--- src/rtl/uart_tx_arbiter_if.sv ---
// Byte-stream requester bundle and UART TX core handshake for uart_tx_arbiter.
// The arbiter takes the slave modport; the byte sources / TX core side take master.
interface uart_tx_arbiter_if #(
   parameter int NUM_REQ = 4
);
   localparam int GW = (NUM_REQ > 1) ? $clog2(NUM_REQ) : 1;

   logic [NUM_REQ-1:0]   req_valid;
   logic [8*NUM_REQ-1:0] req_data;
   logic [NUM_REQ-1:0]   req_last;
   logic [NUM_REQ-1:0]   req_ready;
   logic                 tx_valid;
   logic [7:0]           tx_data;
   logic                 tx_ready;
   logic [GW-1:0]        grant_id;
   logic                 busy;

   modport master (
      output req_valid, req_data, req_last, tx_ready,
      input  req_ready, tx_valid, tx_data, grant_id, busy
   );

   modport slave (
      input  req_valid, req_data, req_last, tx_ready,
      output req_ready, tx_valid, tx_data, grant_id, busy
   );
endinterface

--- src/rtl/uart_tx_arbiter.sv ---
// Round-robin UART TX sharing with burst lock and MAX_BURST forced re-arbitration.
// Optional ID prefix byte per grant when UART_ARB_PREFIX_EN is defined.
module uart_tx_arbiter #(
   parameter int         NUM_REQ   = 4,
   parameter int         MAX_BURST = 16,
   parameter logic [7:0] ID_BASE   = 8'hF0
) (
   input logic               clk,
   input logic               sync_reset,
   uart_tx_arbiter_if.slave  bus
);
   localparam int GW = (NUM_REQ > 1) ? $clog2(NUM_REQ) : 1;

`ifdef UART_ARB_PREFIX_EN
   typedef enum logic [1:0] {IDLE, PREFIX, STREAM} state_t;
`else
   typedef enum logic [1:0] {IDLE, STREAM} state_t;
`endif

   state_t        r_state;
   logic [GW-1:0] r_grant;
   logic [GW-1:0] r_last_grant;
   logic [7:0]    r_burst_cnt;
   logic          r_busy;

   logic          w_hit;
   logic [GW-1:0] w_pick;
   logic          w_sel_valid;
   logic          w_sel_last;
   logic [7:0]    w_sel_data;
   logic          w_xfer;
   logic          w_end;

   function automatic logic [GW-1:0] wrap_idx(input logic [GW-1:0] b,
                                              input int k);
      int s;
      s = (int'(b) + k) % NUM_REQ;
      return GW'(s);
   endfunction

   // first valid requester after the last one served
   always_comb begin
      w_hit  = 1'b0;
      w_pick = '0;
      for (int k = 1; k <= NUM_REQ; k++) begin
         if (!w_hit && bus.req_valid[wrap_idx(r_last_grant, k)]) begin
            w_hit  = 1'b1;
            w_pick = wrap_idx(r_last_grant, k);
         end
      end
   end

   always_comb begin
      w_sel_valid = 1'b0;
      w_sel_last  = 1'b0;
      w_sel_data  = 8'h00;
      for (int i = 0; i < NUM_REQ; i++) begin
         if (i == int'(r_grant)) begin
            w_sel_valid = bus.req_valid[i];
            w_sel_last  = bus.req_last[i];
            w_sel_data  = bus.req_data[8*i +: 8];
         end
      end
   end

   always_comb begin
      bus.tx_valid  = 1'b0;
      bus.tx_data   = 8'h00;
      bus.req_ready = '0;
      case (r_state)
`ifdef UART_ARB_PREFIX_EN
         PREFIX: begin
            bus.tx_valid = 1'b1;
            bus.tx_data  = ID_BASE + 8'(r_grant);
         end
`endif
         STREAM: begin
            bus.tx_valid           = w_sel_valid;
            bus.tx_data            = w_sel_data;
            bus.req_ready[r_grant] = bus.tx_ready;
         end
         default: ;
      endcase
   end

   assign w_xfer       = bus.tx_valid && bus.tx_ready;
   assign w_end        = w_sel_last || (r_burst_cnt == 8'(MAX_BURST - 1));
   assign bus.grant_id = r_grant;
   assign bus.busy     = r_busy;

   always_ff @(posedge clk) begin
      if (sync_reset) begin
         r_state      <= IDLE;
         r_grant      <= '0;
         r_last_grant <= GW'(NUM_REQ - 1);
         r_burst_cnt  <= 8'd0;
         r_busy       <= 1'b0;
      end else begin
         case (r_state)
            IDLE: begin
               if (w_hit) begin
                  r_grant     <= w_pick;
                  r_burst_cnt <= 8'd0;
                  r_busy      <= 1'b1;
`ifdef UART_ARB_PREFIX_EN
                  r_state     <= PREFIX;
`else
                  r_state     <= STREAM;
`endif
               end
            end
`ifdef UART_ARB_PREFIX_EN
            PREFIX: begin
               if (bus.tx_ready) r_state <= STREAM;
            end
`endif
            STREAM: begin
               if (w_xfer) begin
                  r_burst_cnt <= r_burst_cnt + 8'd1;
                  if (w_end) begin
                     r_state      <= IDLE;
                     r_last_grant <= r_grant;
                     r_busy       <= 1'b0;
                  end
               end
            end
            default: begin
               r_state <= IDLE;
               r_busy  <= 1'b0;
            end
         endcase
      end
   end
endmodule

--- src/flat_wrapper.sv ---
// flat-port wrapper written by rule: the top's interface ports become plain ports
module uart_tx_arbiter_flat 
#(
   parameter int         NUM_REQ   = 4,
   parameter int         MAX_BURST = 16,
   parameter logic [7:0] ID_BASE   = 8'hF0
)
  (clk, sync_reset, bus_req_valid, bus_req_data, bus_req_last, bus_tx_ready, bus_req_ready, bus_tx_valid, bus_tx_data, bus_grant_id, bus_busy);
  uart_tx_arbiter_if #(.NUM_REQ(NUM_REQ)) bus_i ();
  input logic clk;
  input logic sync_reset;
  input wire logic [$bits(bus_i.req_valid)-1:0] bus_req_valid;
  input wire logic [$bits(bus_i.req_data)-1:0] bus_req_data;
  input wire logic [$bits(bus_i.req_last)-1:0] bus_req_last;
  input wire logic [$bits(bus_i.tx_ready)-1:0] bus_tx_ready;
  output wire logic [$bits(bus_i.req_ready)-1:0] bus_req_ready;
  output wire logic [$bits(bus_i.tx_valid)-1:0] bus_tx_valid;
  output wire logic [$bits(bus_i.tx_data)-1:0] bus_tx_data;
  output wire logic [$bits(bus_i.grant_id)-1:0] bus_grant_id;
  output wire logic [$bits(bus_i.busy)-1:0] bus_busy;
  assign bus_i.req_valid = bus_req_valid;
  assign bus_i.req_data = bus_req_data;
  assign bus_i.req_last = bus_req_last;
  assign bus_i.tx_ready = bus_tx_ready;
  assign bus_req_ready = bus_i.req_ready;
  assign bus_tx_valid = bus_i.tx_valid;
  assign bus_tx_data = bus_i.tx_data;
  assign bus_grant_id = bus_i.grant_id;
  assign bus_busy = bus_i.busy;
  uart_tx_arbiter #(.NUM_REQ(NUM_REQ), .MAX_BURST(MAX_BURST), .ID_BASE(ID_BASE)) u_core (.clk(clk), .sync_reset(sync_reset), .bus(bus_i));
endmodule
--- config.mk ---
export PLATFORM = sky130hd
export DESIGN_NAME = uart_tx_arbiter_flat
export DESIGN_NICKNAME = d
export VERILOG_FILES = /design/src/rtl/uart_tx_arbiter_if.sv /design/src/rtl/uart_tx_arbiter.sv /design/src/flat_wrapper.sv
export SDC_FILE = /design/constraint.sdc
export NUM_CORES = 1
export LEC_CHECK = 0
export BUFFER_PORTS_ARGS = -buffer_cell sky130_fd_sc_hd__clkbuf_2
export CORE_MARGIN = 2
export CORE_UTILIZATION = 35
export CTS_BUF_LIST = sky130_fd_sc_hd__clkbuf_16
export DETAILED_ROUTE_END_ITERATION = 10
export HOLD_SLACK_MARGIN = 0.02
export PLACE_DENSITY = 0.77
export SLEW_MARGIN = 25
export SYNTH_ARGS = -nofsm -noshare
export SYNTH_HDL_FRONTEND = slang
export SYNTH_SLANG_ARGS = --single-unit
--- constraint.sdc ---
create_clock -name clk -period 3.49 [get_ports clk]
set_input_delay 0.698 -clock clk [delete_from_list [all_inputs] [get_ports clk]]
set_output_delay 0.698 -clock clk [all_outputs]
set_load 0.1 [all_outputs]
==> results of run 1 <==
==> synthesized netlist by cell type, drive strengths merged (2+ instances only) <==
cell type  instances  share of area
dfxtp             13           0.26
nand2              6          0.022
o22ai              2          0.012
or4                5          0.037
and2              10          0.062
buf                5          0.036
mux4               9           0.20
inv                7          0.026
nor2              11          0.041
nand3              4          0.020
mux2i              6          0.060
o31ai              5          0.037
a21oi             11          0.055
o21ai              5          0.025
==> power breakdown <==
part / switching (mW) / internal (mW) / leakage (nW)
registers: 0.0165 / 0.154 / 0.106
logic: 0.147 / 0.0648 / 0.443
clock network: 0.0622 / 0.151 / 0.0423
==> state kept, by name (all words and copies together) (netlist names) <==
name,count
u_core.r_last_grant,2
u_core.r_state,1
u_core.bus.grant_id,2
u_core.r_burst_cnt,8
==> layer usage <==
metal / GRT usage / up-vias / wire, um
li1: - / 536 / -
met1: 0.187 / 525 / 1100
met2: 0.279 / 44 / 1310
met3: 0.0680 / 0 / 310
met4: 0.0233 / 0 / 0
met5: 0 / - / 0
==> layout make-up <==
class | instances | area, um^2 | area share
multi-input combinational | 86 | 676 | 0.493
timing repair buffer | 58 | 290 | 0.212
sequential | 13 | 260 | 0.190
clock buffer | 3 | 75.1 | 0.0548
tap | 31 | 38.8 | 0.0283
inverter | 7 | 26.3 | 0.0192
clock inverter | 1 | 3.75 | 0.00274
==> worst max-delay path, cell delays in order (launching register included) <==
cell,delay (ns)
dfxtp_1,0.76
mux4_2,0.59
and2_1,0.17
clkbuf_2,0.36
==> worst max path at each step <==
stage,from,endpoint,depth (start not counted)
finish,u_core.bus.grant_id[0]$_SDFFE_PP0P_,bus_tx_data[5],3
global placement,u_core.bus.grant_id[0]$_SDFFE_PP0P_,bus_tx_data[0],3
CTS,u_core.bus.grant_id[0]$_SDFFE_PP0P_,bus_tx_data[5],3
global route,u_core.bus.grant_id[0]$_SDFFE_PP0P_,bus_tx_data[0],3
detailed placement,u_core.bus.grant_id[0]$_SDFFE_PP0P_,bus_tx_data[5],3
floorplan,u_core.bus.grant_id[1]$_SDFFE_PP0P_,bus_req_ready[2],4
==> kinds of logic after synthesis <==
logic type | count (synthesis)
compound gates | 29
xor+xnor | 1
fa+ha+maj | 1
buf+inv | 13
flops | 13
mux | 15
simple gates | 40
==> cells in the final DEF, fill, tap and decap left out <==
cell,count
a2111o_1,1
a211oi_1,1
a21oi_1,11
a31o_2,1
a31oi_1,1
and2_1,10
clkbuf_16,3
clkbuf_2,58
dfxtp_1,13
ha_1,1
inv_1,8
mux2i_1,6
mux4_2,9
nand2_1,6
nand2b_1,1
nand3_1,4
nand3b_1,1
nand4_1,1
nor2_1,11
nor4_1,1
o21ai_0,5
o22a_1,1
o22ai_1,2
o31a_1,1
o31ai_1,5
or4_1,5
xnor2_1,1
==> stage by stage <==
stage               instances  power, mW   util  setup WS (ns)
detailed placement        195      0.385  0.472          0.888
floorplan                 112      0.340      -         0.0929
finish                    199      0.595  0.501          0.669
CTS                       199      0.601  0.501          0.627
global placement          195      0.383  0.472          0.906
global route              199      0.617  0.501          0.541
==> results.sh, run 1 <==
export IMPL_antenna_found_initial=0
export IMPL_tns_ns=0
export IMPL_drive_gt1_frac=0.423
export IMPL_vias=1105
export IMPL_worst_r2r_setup_slack_ns=1.25
export IMPL_cts_post_setup_buffers_inserted=0
export IMPL_postPlaceCellArea_um2=1290
export IMPL_portBuffers=58
export IMPL_hold_slack_ns=0.484
export IMPL_slew_headroom=0.542
export IMPL_synth_edf_count=0
export IMPL_synth_xor_area_share=0.00874
export IMPL_drt_first_pass_iters=4
export IMPL_synthArstFlopShare=0
export IMPL_cts_root_buf="clkbuf_16"
export IMPL_htreeDepth=1
export IMPL_cts_repair_resized=0
export IMPL_wl_per_cell_um=13.6
export IMPL_yosysWarnings=0
export IMPL_final_nets=213
export IMPL_synth_compound_area_frac=0.181
export IMPL_n_antenna_cell=0
export IMPL_grt_pass1_wl_mm=4.23
export IMPL_worst_slew_pin_transition_ns=0.686
export IMPL_clkTransAtPathRegs_ns=0.05
export IMPL_start_util=0.367
export IMPL_core_area_um2=2730
export IMPL_synth_seq_cells=13
export IMPL_area_growth_pct=36.7
export IMPL_routabilityCongestion=0.780
export IMPL_syn_area_um2=1000
export IMPL_status="finished clean"
export IMPL_hold_start="u_core.r_burst_cnt[1]$_SDFFE_PP0P_"
export IMPL_cts_made_buffers=3
export IMPL_syn_nets=156
export IMPL_fp_dieW_um=57.5
export IMPL_rsz0062_at_grt="no"
export IMPL_setup_viol=0
export IMPL_clk_latency_ns=0.24
export IMPL_timing_rr_end="u_core.r_burst_cnt[7]$_SDFFE_PP0P_"
export IMPL_fillCellCount=256
export IMPL_grt_usage=0.160
export IMPL_required_ns=2.79
export IMPL_min_path_cells=2
export IMPL_grt_max_degree=18
export IMPL_synth_top_family_by_area="multiplexers"
export IMPL_endpoint_kind="output port"
export IMPL_crit_type="reg -> out"
export IMPL_cap_violations=0
export IMPL_cts_tree="done"
export IMPL_min_period_ns=2.82
export IMPL_critPathArrivalTime_ns=2.12
export IMPL_dp_hpwl_mm=2.15
export IMPL_io_pins=59
export IMPL_postSynthCellCount=112
export IMPL_p_per_area_nw_per_um2=434
export IMPL_hold_violations=0
export IMPL_final_max_slew_viol_count=0
export IMPL_ctsLongestPathBuffers=2
export IMPL_die_h_um=57.5
export IMPL_die_area_um2=3310
export IMPL_critPathLaunchType="register"
export IMPL_cts_hold_buffers=0
export IMPL_drt_iter0_markers=27
export IMPL_max_vdd_ir_drop_v=0.000342
export IMPL_cts_sinks=13
export IMPL_synth_main_ff_cell="dfxtp_1"
export IMPL_grt_remaining_overflow=0
export IMPL_drt_wl_total_mm=2.71
export IMPL_first_global_vias=965
export IMPL_period_share=0.808
export IMPL_fp_row_count=19
export IMPL_ys_seq_area_frac=0.260
export IMPL_synth_simple_gate_area_frac=0.210
export IMPL_critPathMaxFanout=14
export IMPL_via_per_inst=5.55
export IMPL_synthDistinctLibCells=29
export IMPL_fin_skew_ns=0.00361
export IMPL_cellLeakagePower_nw=0.591
export IMPL_hp_class="reg -> reg"
export IMPL_hold_end="u_core.r_burst_cnt[1]$_SDFFE_PP0P_"
export IMPL_fmax_ghz=0.354
export IMPL_avgSynthCellArea_um2=8.95
export IMPL_synth_fa_ha_area_frac=0.0125
export IMPL_r2r_worst_path_cells=4
export IMPL_drcViolationCount=0
export IMPL_synth_area_mux_share=0.262
export IMPL_r2r_start="u_core.bus.grant_id[0]$_SDFFE_PP0P_"
export IMPL_postRouteAntennaNets=0
export IMPL_stdcell_area_um2=1370
(Power assumes the default switching activity.)
==> inputs of run 2 (changes only) <==
ABC_AREA = 1   (was unset)
PLACE_DENSITY = 0.73   (was 0.77)
clock period = 2.8 ns   (was 3.49 ns; I/O delays follow)
==> run 2 against run 1 <==
Synthesized cell count rose by 94%. Via count grew 42%. Sequential share of layout area shrank 3.4 points. Power grew 73%. Critical path depth is 5 higher. Non-clock buffer count did not move.
==> results.sh, run 2 <==
export IMPL_status="finished clean"
export IMPL_postSynthCellCount=217
export IMPL_portBuffers=58
export IMPL_die_area_um2=4000
export IMPL_final_nets=315
export IMPL_final_max_slew_viol_count=0
export IMPL_switchingPower_mw=0.523
export IMPL_fp_dieW_um=63.2
export IMPL_clkTransAtPathRegs_ns=0.05
export IMPL_intPower_mw=0.509
export IMPL_ff_latch_area_um2=264
export IMPL_ctsLongestPathBuffers=2
export IMPL_fp_row_count=21
export IMPL_stdcell_area_um2=1700
export IMPL_cpMaxStageDelayCell="clkbuf_2"
export IMPL_largest_reg_flops=8
export IMPL_timing_rr_end="u_core.r_burst_cnt[4]$_SDFFE_PP0P_"
export IMPL_synthArstFlopShare=0
export IMPL_drt_wl_total_mm=3.45
export IMPL_hold_slack_ns=0.500
export IMPL_dp_hpwl_mm=2.69
export IMPL_antenna_found_initial=0
export IMPL_max_vdd_ir_drop_v=0.000374
export IMPL_worst_slew_pin_transition_ns=0.920
export IMPL_synth_top_area_share=0.212
export IMPL_routabilityCongestion=0.874
export IMPL_worst_r2r_setup_slack_ns=0.86
export IMPL_cap_violations=0
export IMPL_hold_start="u_core.r_burst_cnt[4]$_SDFFE_PP0P_"
export IMPL_yosysMostFrequentCell="nand2_1"
export IMPL_yosysWarnings=0
export IMPL_r2r_worst_path_cells=5
export IMPL_power_share_clock=0.260
export IMPL_grt_max_degree=16
export IMPL_vias=1568
export IMPL_die_h_um=63.2
export IMPL_endpoint_kind="output port"
export IMPL_drcViolationCount=0
export IMPL_io_pins=59
export IMPL_rsz0062_at_grt="no"
export IMPL_cts_tree="done"
export IMPL_synth_seq_cells=13
export IMPL_cts_root_buf="clkbuf_16"
export IMPL_synthDistinctLibCells=27
export IMPL_slew_headroom=0.386
export IMPL_max_stage_delay_ns=0.47
export IMPL_via_per_inst=4.96
export IMPL_cts_post_setup_buffers_inserted=0
export IMPL_syn_area_um2=1230
export IMPL_postPlaceCellArea_um2=1620
export IMPL_cts_hold_buffers=0
export IMPL_p_per_area_nw_per_um2=608
export IMPL_synth_area_leaders="dfxtp_1 21%, nand2_1 19%, nand3_1 10%"
export IMPL_hp_class="reg -> reg"
export IMPL_synth_common_cells="62 x nand2_1, 27 x nor2_1, 25 x nand3_1"
export IMPL_fin_total_pwr_mw=1.03
export IMPL_regMostFlops="u_core.r_burst_cnt"
export IMPL_grt_usage=0.175
export IMPL_fillCellCount=357
export IMPL_hold_violations=0
export IMPL_core_area_um2=3360
export IMPL_postRouteAntennaNets=0
export IMPL_netSwitchingFraction=0.507
export IMPL_min_path_cells=2
export IMPL_ys_seq_area_frac=0.212
export IMPL_first_global_vias=1409
export IMPL_area_growth_pct=38.2
export IMPL_min_period_ns=2.56
export IMPL_multi_input_area_um2=928
export IMPL_drt_iter0_markers=74
export IMPL_period_share=0.915
export IMPL_hold_end="u_core.r_burst_cnt[4]$_SDFFE_PP0P_"
export IMPL_r2r_start="u_core.r_state[0]$_SDFFE_PP0P_"
export IMPL_cellLeakagePower_nw=0.832
export IMPL_path_cells="inv_2, nand2_1, o21ai_1, o21ai_0, o21ai_2, inv_1, nor2_2, clkbuf_2"
export IMPL_synth_edf_count=0
export IMPL_drt_first_pass_iters=4
export IMPL_syn_nets=261
export IMPL_fmax_ghz=0.391
export IMPL_cts_repair_resized=0
export IMPL_avgSynthCellArea_um2=5.66
export IMPL_cts_sinks=13
export IMPL_required_ns=2.24
export IMPL_drive_gt1_frac=0.333
export IMPL_layout_common_cells="62 x nand2_1, 58 x clkbuf_2, 25 x nand3_1"
export IMPL_n_antenna_cell=0
export IMPL_crit_start="u_core.bus.grant_id[1]$_SDFFE_PP0P_"
export IMPL_fin_skew_ns=0.00429
export IMPL_cts_made_buffers=3
export IMPL_critPathMaxFanout=15
export IMPL_grt_pass1_wl_mm=5.84
export IMPL_critPathLaunchType="register"
export IMPL_start_util=0.365
export IMPL_final_common_cell="nand2_1"
export IMPL_grt_remaining_overflow=0
export IMPL_clk_latency_ns=0.25
export IMPL_power_frac_comb=0.525
export IMPL_crit_type="reg -> out"
export IMPL_htreeDepth=1
export IMPL_critPathArrivalTime_ns=2.00
export IMPL_tns_ns=0
export IMPL_synth_main_ff_cell="dfxtp_1"
export IMPL_power_frac_seq=0.215
export IMPL_setup_viol=0
export IMPL_wl_per_cell_um=10.9
export IMPL_yosysTopAreaCell="dfxtp_1"
run 2: cell types whose count changed in the layout (fill, tap and decap cells not counted), moves of 6 or more:
cell     before  now
nand2_1       6   62
nand3_1       4   25
nor2_1       11   22
and2_1       10    0
inv_1         8   18
mux4_2        9    0
o21ai_0       5   14
a21oi_4       0    7
nand2_2       0    7
mux2i_1       6    0
run 2: kinds of logic after synthesis:
kind of cell               synth area share
and+or+nand+nor                       0.452
AOI/OAI and AO/OA                     0.192
buffers and inverters                 0.106
DFF                                   0.212
xor gates and xnor gates             0.0285
adders and majority gates            0.0102
run 2: worst max path at each step:
stage	to	slack, ns	cells after the start
final	bus_tx_valid	0.24	8
after global routing	bus_tx_valid	0.08	8
after CTS	bus_tx_valid	0.23	8
after detailed placement	bus_tx_valid	0.51	8
after global placement	bus_tx_valid	0.50	8
after floorplan	bus_tx_valid	0.04	3
run 2: power groups by stage:
stage               Combinational [mW]  Clock [mW]  Sequential, mW
detailed placement               0.543           0           0.225
CTS                              0.545       0.274           0.221
floorplan                        0.425           0           0.257
finish                           0.542       0.268           0.221
global route                     0.584       0.286           0.223
global placement                 0.541           0           0.224
run 2: stage by stage:
step / std cells / util / setup WS (ns)
after global routing: 316 / 0.504 / 0.0805
after detailed placement: 312 / 0.481 / 0.508
after floorplan: 217 / - / 0.0402
after global placement: 312 / 0.481 / 0.504
after CTS: 316 / 0.504 / 0.235
final: 316 / 0.504 / 0.239
run 2: cell type report:
class / instances / area share
multi-input cells: 175 / 0.547
repair buffers: 58 / 0.171
flip-flops and latches: 13 / 0.156
inverters: 20 / 0.0457
clock buffers: 3 / 0.0442
well taps: 46 / 0.0339
clock inverters: 1 / 0.00221
run 2: routing by layer:
metal / part of all wire / global-route usage / up-vias / wire length [um]
met3: 0.059 / 0.0429 / 2 / 203
met4: 0.0044 / 0.0326 / 0 / 15
met2: 0.49 / 0.326 / 40 / 1670
met5: 0 / 0 / - / 0
li1: - / - / 820 / -
met1: 0.45 / 0.204 / 706 / 1560
run 2: critical path, delay by kind of cell (launching register included):
family / cells / cell delay [ns]
AO/OA/AOI/OAI: 3 / 0.39
buffers and inverters: 3 / 0.76
flip-flops: 1 / 0.38
AND/OR/NAND/NOR: 2 / 0.23
